--- src/rtl/sb_arbiter_pkg.sv ---
// Shared types for the system-bus arbiter: FSM states, bus owner and the fixed fetch byte mask.
package sb_arbiter_pkg;

   typedef enum logic [1:0] {
      ST_IDLE = 2'd0,
      ST_REQ  = 2'd1,
      ST_WAIT = 2'd2,
      ST_DONE = 2'd3
   } sb_state_t;

   typedef enum logic {
      OWN_FETCH = 1'b0,
      OWN_DATA  = 1'b1
   } sb_owner_t;

   localparam logic [3:0] FETCH_BYTE_MASK = 4'hF;

   // Data wins unless fetch has already sat through a full streak of data grants.
   function automatic sb_owner_t pick_owner(input logic data_pending,
                                            input logic fetch_req,
                                            input logic streak_full);
      return (data_pending && !(fetch_req && streak_full)) ? OWN_DATA : OWN_FETCH;
   endfunction

endpackage

--- src/rtl/sb_arbiter.sv ---
// Shares the single system-bus port between instruction fetch and data load/store,
// one transaction in flight, with bounded fetch starvation and a bus timeout.
module sb_arbiter
   import sb_arbiter_pkg::*;
#(
   parameter int ADDR_W     = 32,
   parameter int DATA_W     = 32,
   parameter int STREAK_MAX = 4,
   parameter int TIMEOUT    = 255
) (
   input  logic              clk,
   input  logic              rst,
   input  logic              if_req_i,
   input  logic [ADDR_W-1:0] if_addr_i,
   output logic [DATA_W-1:0] if_rdata_o,
   output logic              if_valid_o,
   input  logic              d_re_i,
   input  logic              d_we_i,
   input  logic [ADDR_W-1:0] d_addr_i,
   input  logic [DATA_W-1:0] d_wdata_i,
   input  logic [3:0]        d_byte_mask_i,
   input  logic              d_un_sign_i,
   output logic [DATA_W-1:0] d_rdata_o,
   output logic              d_valid_o,
   output logic              hold_o,
   output logic              err_o,
   output logic              sb_req_o,
   output logic              sb_we_o,
   output logic [ADDR_W-1:0] sb_addr_o,
   output logic [DATA_W-1:0] sb_wdata_o,
   output logic [3:0]        sb_byte_mask_o,
   output logic              sb_un_sign_o,
   input  logic              sb_gnt_i,
   input  logic              sb_rvalid_i,
   input  logic [DATA_W-1:0] sb_rdata_i
);

   localparam int TMR_W = $clog2(TIMEOUT + 1);
   localparam int STK_W = $clog2(STREAK_MAX + 1);
   localparam logic [TMR_W-1:0] TMR_LAST = TMR_W'(TIMEOUT - 1);
   localparam logic [STK_W-1:0] STK_FULL = STK_W'(STREAK_MAX);

   sb_state_t         state, state_nxt;
   sb_owner_t         owner_q, owner_nxt;
   logic [ADDR_W-1:0] addr_q;
   logic [DATA_W-1:0] wdata_q;
   logic [DATA_W-1:0] rdata_q;
   logic [3:0]        mask_q;
   logic              we_q;
   logic              un_sign_q;
   logic              err_q;
   logic [TMR_W-1:0]  timer_q;
   logic [STK_W-1:0]  streak_q;
   logic              data_pending;
   logic              timer_last;
   logic              launch;
   logic              abort;

   assign data_pending = d_re_i | d_we_i;
   assign timer_last   = (timer_q == TMR_LAST);
   assign owner_nxt    = pick_owner(data_pending, if_req_i, streak_q == STK_FULL);

   always_ff @(posedge clk or negedge rst) begin
      if (!rst) state <= ST_IDLE;
      else      state <= state_nxt;
   end

   // DONE always returns to IDLE so a request still held during its own completion is not re-issued.
   always_comb begin
      state_nxt = state;
      launch    = 1'b0;
      abort     = 1'b0;
      case (state)
         ST_IDLE: begin
            if (if_req_i || data_pending) begin
               launch    = 1'b1;
               state_nxt = ST_REQ;
            end
         end
         ST_REQ: begin
            if (sb_gnt_i) begin
               state_nxt = ST_WAIT;
            end else if (timer_last) begin
               abort     = 1'b1;
               state_nxt = ST_DONE;
            end
         end
         ST_WAIT: begin
            if (sb_rvalid_i) begin
               state_nxt = ST_DONE;
            end else if (timer_last) begin
               abort     = 1'b1;
               state_nxt = ST_DONE;
            end
         end
         ST_DONE: state_nxt = ST_IDLE;
         default: state_nxt = ST_IDLE;
      endcase
   end

   // Request fields are captured only at launch; a load with both strobes set becomes a store.
   always_ff @(posedge clk or negedge rst) begin
      if (!rst) begin
         owner_q   <= OWN_FETCH;
         addr_q    <= '0;
         wdata_q   <= '0;
         rdata_q   <= '0;
         mask_q    <= '0;
         we_q      <= 1'b0;
         un_sign_q <= 1'b0;
         err_q     <= 1'b0;
         timer_q   <= '0;
         streak_q  <= '0;
      end else if (launch) begin
         owner_q <= owner_nxt;
         timer_q <= '0;
         err_q   <= 1'b0;
         if (owner_nxt == OWN_DATA) begin
            addr_q    <= d_addr_i;
            we_q      <= d_we_i;
            wdata_q   <= d_we_i ? d_wdata_i : '0;
            mask_q    <= d_byte_mask_i;
            un_sign_q <= d_un_sign_i;
            if (!if_req_i)                streak_q <= '0;
            else if (streak_q != STK_FULL) streak_q <= streak_q + 1'b1;
         end else begin
            addr_q    <= if_addr_i;
            we_q      <= 1'b0;
            wdata_q   <= '0;
            mask_q    <= FETCH_BYTE_MASK;
            un_sign_q <= 1'b0;
            streak_q  <= '0;
         end
      end else if (state == ST_REQ || state == ST_WAIT) begin
         timer_q <= timer_q + 1'b1;
         if (state == ST_WAIT && sb_rvalid_i) begin
            rdata_q <= we_q ? '0 : sb_rdata_i;
         end else if (abort) begin
            rdata_q <= '0;
            err_q   <= 1'b1;
         end
      end
   end

   assign sb_req_o       = (state == ST_REQ);
   assign sb_we_o        = sb_req_o & we_q;
   assign sb_addr_o      = sb_req_o ? addr_q : '0;
   assign sb_wdata_o     = sb_req_o ? wdata_q : '0;
   assign sb_byte_mask_o = sb_req_o ? mask_q : '0;
   assign sb_un_sign_o   = sb_req_o & un_sign_q;

   assign if_valid_o = (state == ST_DONE) && (owner_q == OWN_FETCH);
   assign d_valid_o  = (state == ST_DONE) && (owner_q == OWN_DATA);
   assign if_rdata_o = if_valid_o ? rdata_q : '0;
   assign d_rdata_o  = d_valid_o ? rdata_q : '0;
   assign err_o      = (state == ST_DONE) && err_q;

   assign hold_o = (if_req_i & ~if_valid_o) | (data_pending & ~d_valid_o);

endmodule
--- config.mk ---
export PLATFORM = sky130hd
export DESIGN_NAME = sb_arbiter
export DESIGN_NICKNAME = d
export VERILOG_FILES = /design/src/rtl/sb_arbiter_pkg.sv /design/src/rtl/sb_arbiter.sv
export SDC_FILE = /design/constraint.sdc
export NUM_CORES = 1
export LEC_CHECK = 0
export ABC_AREA = 1
export CAP_MARGIN = 20
export CORE_MARGIN = 10
export CORE_UTILIZATION = 43
export CTS_CLUSTER_DIAMETER = 100
export CTS_CLUSTER_SIZE = 24
export DETAILED_ROUTE_END_ITERATION = 7
export GPL_TIMING_DRIVEN = 0
export PLACE_DENSITY = 0.86
export SYNTH_ARGS = -nofsm -noshare
export SYNTH_HDL_FRONTEND = slang
export SYNTH_SLANG_ARGS = --single-unit
--- constraint.sdc ---
create_clock -name clk -period 2.2 [get_ports clk]
set_input_delay 0.66 -clock clk [delete_from_list [all_inputs] [get_ports clk]]
set_output_delay 0.66 -clock clk [all_outputs]
set_load 0.05 [all_outputs]
==> impl_metrics.json, run 1 <==
{
  "status": "finished, violations left",
  "violations": "setup timing",
  "wl_per_cell_um": 19.7,
  "initial_core_util_pct": 43.9,
  "synth_edf_count": 0,
  "ir_drop_uv": 877,
  "drc": 0,
  "wirelength_mm": 28.0,
  "die_x_um": 142,
  "setup_viol_count_final": 137,
  "cts.htree.levels": 4,
  "port_buffers": 277,
  "max_freq_ghz": 0.409,
  "synth.avg_cell_area_um2": 6.99,
  "cts.sinks": 117,
  "ys_seq_area_share_pct": 45.8,
  "cts_made_buffers": 17,
  "drt_iter0_drc": 524,
  "yosysTopAreaCellShare_pct": 45.8,
  "fin_tns_setup_ns": -20.63,
  "num_rows": 44,
  "drtPass1Iterations": 5,
  "synth-seq-cells": 117,
  "routabilityCongestion": 0.845,
  "powerDensity_mw_per_mm2": 1300,
  "power_mw": 15.2,
  "rsz0062_at_grt": "yes",
  "finClkSkew_ns": 0.00623,
  "ant_nets": 0,
  "io_pins": 279,
  "finalInstanceArea_mm2": 0.0116,
  "grt_max_degree": 61,
  "first_global_vias": 7142,
  "grt-ovfl-total": 0,
  "slew_headroom_pct": 61.0,
  "cp_cell_sequence": "ha_4 -> buf_12 -> nand2_8 -> clkbuf_16 -> nor2_2 -> buf_6",
  "post_dp_cell_area_mm2": 0.00966,
  "p_leak_nw": 5.22,
  "synth_top_area_cell": "dfrtp_1",
  "crit_arrival_ns": 1.78,
  "worst_slew_pin_slew_ns": 0.585,
  "area_growth_pct": 82.0,
  "fin_crit_sh_pct": 111,
  "hold_viol_final": 0,
  "cts_tree": "yes",
  "final_cell_count_no_fill": 1422,
  "path_class": "flop to output port",
  "fin_crit_ns": 2.44,
  "synth_area_mm2": 0.00639,
  "clk_latency_ns": 0.41,
  "startpoint_type": "flop",
  "place_inst": 1376,
  "final_nets": 1374,
  "cts_root_buf": "clkbuf_16",
  "finalMaxSlewViolations": 0,
  "viasPerCell": 5.29,
  "endpoint_kind": "output port",
  "synth.yosys.warnings": 0,
  "cts_hold_buf": 0,
  "utilization_pct": 80.0,
  "grt_first_pass_wirelength_mm": 35.9,
  "core_area_mm2": 0.0145,
  "yosys-top-cells-area": "dfrtp_1, nand2_1, nor2_1, inv_1, nand3_1",
  "dp_slack_ns": -0.972,
  "dpl.hpwl_mm": 17.3,
  "synth_cells": 914,
  "antenna_found_initial": 1,
  "final_common_cell": "nand2_1",
  "min_path_type": "input pin to async pin",
  "synthFlopType": "dfrtp_1",
  "synth_nets": 1064,
  "path_max_fanout": 5,
  "clockBufferDepth": 2,
  "slowest_stage": "dfrtp_2",
  "die-area_mm2": 0.0201,
  "die_h_um": 142,
  "grt.total_usage_pct": 22.2,
  "required_ns": 1.54,
  "fin_ws_ns": -0.243,
  "whs_ns": 0.222,
  "clk_pin_slew_ns": 0.06,
  "synth.distinct_cells": 33,
  "vias": 7528,
  "slowest_delay_ns": 0.44,
  "most-common-layout-cells": "nand2_1, clkdlybuf4s50_1, buf_6",
  "cap_violations": 0,
  "ys_async_sr_fraction_pct": 100,
  "drive_gt1_share_pct": 33.9
}
## kinds of logic (layout without fill, tap and decap cells)
| kind of cell | after synthesis | count (layout) | synth area share, % |
|---|---|---|---|
| AOI/OAI and AO/OA | 88 | 88 | 7.64 |
| xor gates and xnor gates | 1 | 1 | 0.137 |
| and+or+nand+nor | 514 | 515 | 32.6 |
| other | 0 | 1 | 0 |
| adders and majority gates | 10 | 10 | 1.96 |
| buffers and inverters | 184 | 506 | 11.8 |
| DFF | 117 | 117 | 45.8 |
## path summary, 6_finish.rpt
kind | start | to | slack (ns) | cells after the start
hold / removal | rst | wdata_q[10] | 0.22 | 1
max in group asynchronous | rst | addr_q[4] | 1.27 | 2
setup / recovery | state[0] | d_rdata_o[19] | -0.24 | 6
min in group clk | rdata_q[18] | rdata_q[18] | 0.48 | 2
hold reg to reg | rdata_q[18] | rdata_q[18] | 0.48 | 2
setup reg to reg | state[1] | rdata_q[31] | 0.13 | 8
## per-layer routing
metal | wire length [µm] | vias up | global-route usage (%)
met5 | 0 | - | 0
met1 | 9570 | 3542 | 23.4
met2 | 14200 | 495 | 38.0
met4 | 1200 | 0 | 9.36
li1 | - | 3398 | -
met3 | 3060 | 93 | 9.41
## cell type report
class / count / area [µm²]
well taps: 184 / 230
diodes: 1 / 2.50
clock buffers: 21 / 480
fillers: 848 / 2910
clock inverters: 11 / 124
flip-flops and latches: 117 / 2930
inverters: 130 / 703
plain buffers: 54 / 464
multi-input cells: 614 / 3390
repair buffers: 290 / 3290
## where the power goes
| part | internal [mW] | total [mW] | switching (mW) |
|---|---|---|---|
| Combinational | 3.04 | 8.68 | 5.64 |
| Sequential | 3.00 | 3.66 | 0.660 |
| Clock | 1.79 | 2.82 | 1.03 |
## cells in the mapped netlist (3+ instances only)
cell / count
o21ai_1: 14
o21ai_0: 58
nor2_1: 139
ha_1: 10
dfrtp_1: 117
nor3_1: 3
o22a_1: 4
buf_1: 6
buf_2: 12
clkbuf_1: 25
inv_2: 3
buf_6: 3
nand2_2: 3
inv_1: 127
a21oi_1: 6
nand3_1: 72
buf_4: 7
nand2_1: 287
## flip-flops by register name, summed over array words and instances (netlist names), 2 cells and up
register and flops:
addr_q 32, mask_q 4, wdata_q 32, state 2
streak_q 3, rdata_q 32, timer_q 8
## repair_timing
item | in CTS | in global routing
setup endpoints to repair | 139 | 138
buffers inserted | 3 | 3
resized for setup | 1035 | 216
pin swaps | 0 | 2
gates cloned | 0 | 7
## worst max-delay path, delay by kind of cell (launching register included)
kind / cells / cell delay (ns)
and+or+nand+nor: 2 / 0.18
adders and majority gates: 1 / 0.26
buffers and inverters: 3 / 0.49
DFF: 1 / 0.44
Power figures use the tool's default switching activity.
==> run 2, diff against run 1 <==
CORE_ASPECT_RATIO = 0.8   (was unset)
CORE_MARGIN = 3   (was 10)
==> run 2 against run 1 <==
Against the previous run: the run still ends with setup timing left; combinational power grew 9.2%; hold slack lost 0.028 ns; first-iteration DRC count grew 21%; sequential power grew 2%; final cell count grew 0.28%; cell area grew 2.8%; critical path type unchanged; critical endpoint is now if_rdata_o[2]; largest cell class unchanged; highest routed layer unchanged.
==> impl_metrics.json, run 2 (synthesis results as in run 1) <==
{
  "status": "finished, violations left",
  "violations": "setup timing",
  "clockBufferDepth": 2,
  "path_max_fanout": 5,
  "drtPass1Iterations": 5,
  "min_path_type": "input pin to async pin",
  "finalInstanceArea_mm2": 0.0119,
  "area_growth_pct": 87.0,
  "first_global_vias": 7006,
  "finalMaxSlewViolations": 0,
  "final_nets": 1378,
  "startpoint_type": "flop",
  "viasPerCell": 5.38,
  "post_dp_cell_area_mm2": 0.00966,
  "ant_nets": 0,
  "setup_viol_count_final": 135,
  "fin_crit_ns": 2.43,
  "cts.htree.levels": 4,
  "num_rows": 39,
  "multiInputGateArea_mm2": 0.00351,
  "grt_max_degree": 65,
  "ir_drop_uv": 955,
  "port_buffers": 277,
  "die_x_um": 142,
  "cap_violations": 0,
  "routabilityCongestion": 0.877,
  "grt.total_usage_pct": 26.3,
  "dpl.hpwl_mm": 15.8,
  "powerDensity_mw_per_mm2": 1320,
  "vias": 7667,
  "cts_made_buffers": 17,
  "seq_area_mm2": 0.00293,
  "clk_pin_slew_ns": 0.06,
  "rsz0062_at_grt": "yes",
  "crit_arrival_ns": 1.77,
  "drive_gt1_share_pct": 34.8,
  "finClkSkew_ns": 0.0141,
  "required_ns": 1.54,
  "core_area_mm2": 0.0144,
  "filler_cell_count": 715,
  "path_class": "flop to output port",
  "cts_root_buf": "clkbuf_16",
  "grt-ovfl-total": 0,
  "endpoint_kind": "output port",
  "cts_hold_buf": 0,
  "dp_slack_ns": -1.01,
  "reg_top3": "addr_q x32, rdata_q x32, wdata_q x32",
  "drt_iter0_drc": 636,
  "die_h_um": 115,
  "slew_headroom_pct": 62.7,
  "most-common-layout-cells": "nand2_1, clkdlybuf4s50_1, dfrtp_1",
  "wirelength_mm": 27.4,
  "initial_core_util_pct": 44.4,
  "fin_ws_ns": -0.234,
  "cts_tree": "yes",
  "drc": 0,
  "final_common_cell": "nand2_1",
  "utilization_pct": 82.9,
  "io_pins": 279,
  "clk_latency_ns": 0.42,
  "max_freq_ghz": 0.411,
  "wl_per_cell_um": 19.2,
  "cts.sinks": 117,
  "die-area_mm2": 0.0164,
  "antenna_found_initial": 1,
  "hold_viol_final": 0,
  "worst_slew_pin_slew_ns": 0.561,
  "fin_crit_sh_pct": 111,
  "p_leak_nw": 5.43,
  "grt_first_pass_wirelength_mm": 34.2
}
## run 2: cell types whose count changed in the layout (fill, tap and decap cells not counted), sizes merged
| cell | change |
|---|---|
| buf | -3 |
| clkinvlp | +2 |
| clkinv | +3 |
| nand2 | +1 |
| inv | -1 |
| clkbuf | +3 |
| bufinv | -1 |
## run 2: per-layer routing
metal,routed length [µm],up-vias,global-route usage (%)
met2,13600,513,46.7
met3,2940,113,7.90
met4,1270,0,8.70
met5,0,-,0
met1,9570,3635,30.5
li1,-,3406,-
## run 2: worst paths after layout
path	start	endpoint	slack, ns	depth (start not counted)
max	state[0]	if_rdata_o[2]	-0.23	5
min	rst	addr_q[5]	0.19	1
max reg2reg	state[0]	rdata_q[2]	0.07	8
min reg2reg	rdata_q[15]	rdata_q[15]	0.47	2
max in group asynchronous	rst	wdata_q[0]	1.30	2
min in group clk	rdata_q[15]	rdata_q[15]	0.47	2
## run 2: layout make-up
| cell class | count | area share, % |
|---|---|---|
| Antenna cell | 1 | 0.0210 |
| Tap cell | 184 | 1.93 |
| Sequential cell | 117 | 24.6 |
| Timing Repair Buffer | 293 | 29.1 |
| Clock inverter | 14 | 0.943 |
| Buffer | 54 | 4.52 |
| Clock buffer | 18 | 3.59 |
| Multi-Input combinational cell | 615 | 29.4 |
| Inverter | 130 | 5.92 |
## run 2: worst max-delay path, stage by stage (launching register included)
cell	delay, ns
dfrtp_2	0.43
ha_4	0.28
nand2_4	0.13
buf_8	0.17
nor2_4	0.16
buf_6	0.19
## run 2: repair_timing
item | 4_1_cts | 5_1_grt
buffers inserted | 2 | 4
gates resized for setup | 1070 | 264
pin swaps | 0 | 4
endpoints found under the setup margin | 139 | 155
gates cloned | 3 | 8
## run 2: per-stage QoR
stage	TNS (ns)	std cells	hold slack, ns	power, mW
detailed placement	-112.96	1376	0.458	10.5
global route	-28.14	1426	0.226	16.6
finish	-22.97	1426	0.194	15.8
floorplan	-5.52	914	0.364	8.25
CTS	-18.86	1413	0.205	14.2
global placement	-589.48	1375	0.454	10.4
## run 2: where the power goes
part,switching [mW],internal [mW]
logic,5.94,3.55
registers,0.733,3.00
clock network,1.04,1.54
==> run 3, diff against run 2 <==
TNS_END_PERCENT = 100   (was unset)
==> results of run 3 <==
Same layout as run 2: the final DEF is identical, and so are final timing and power.
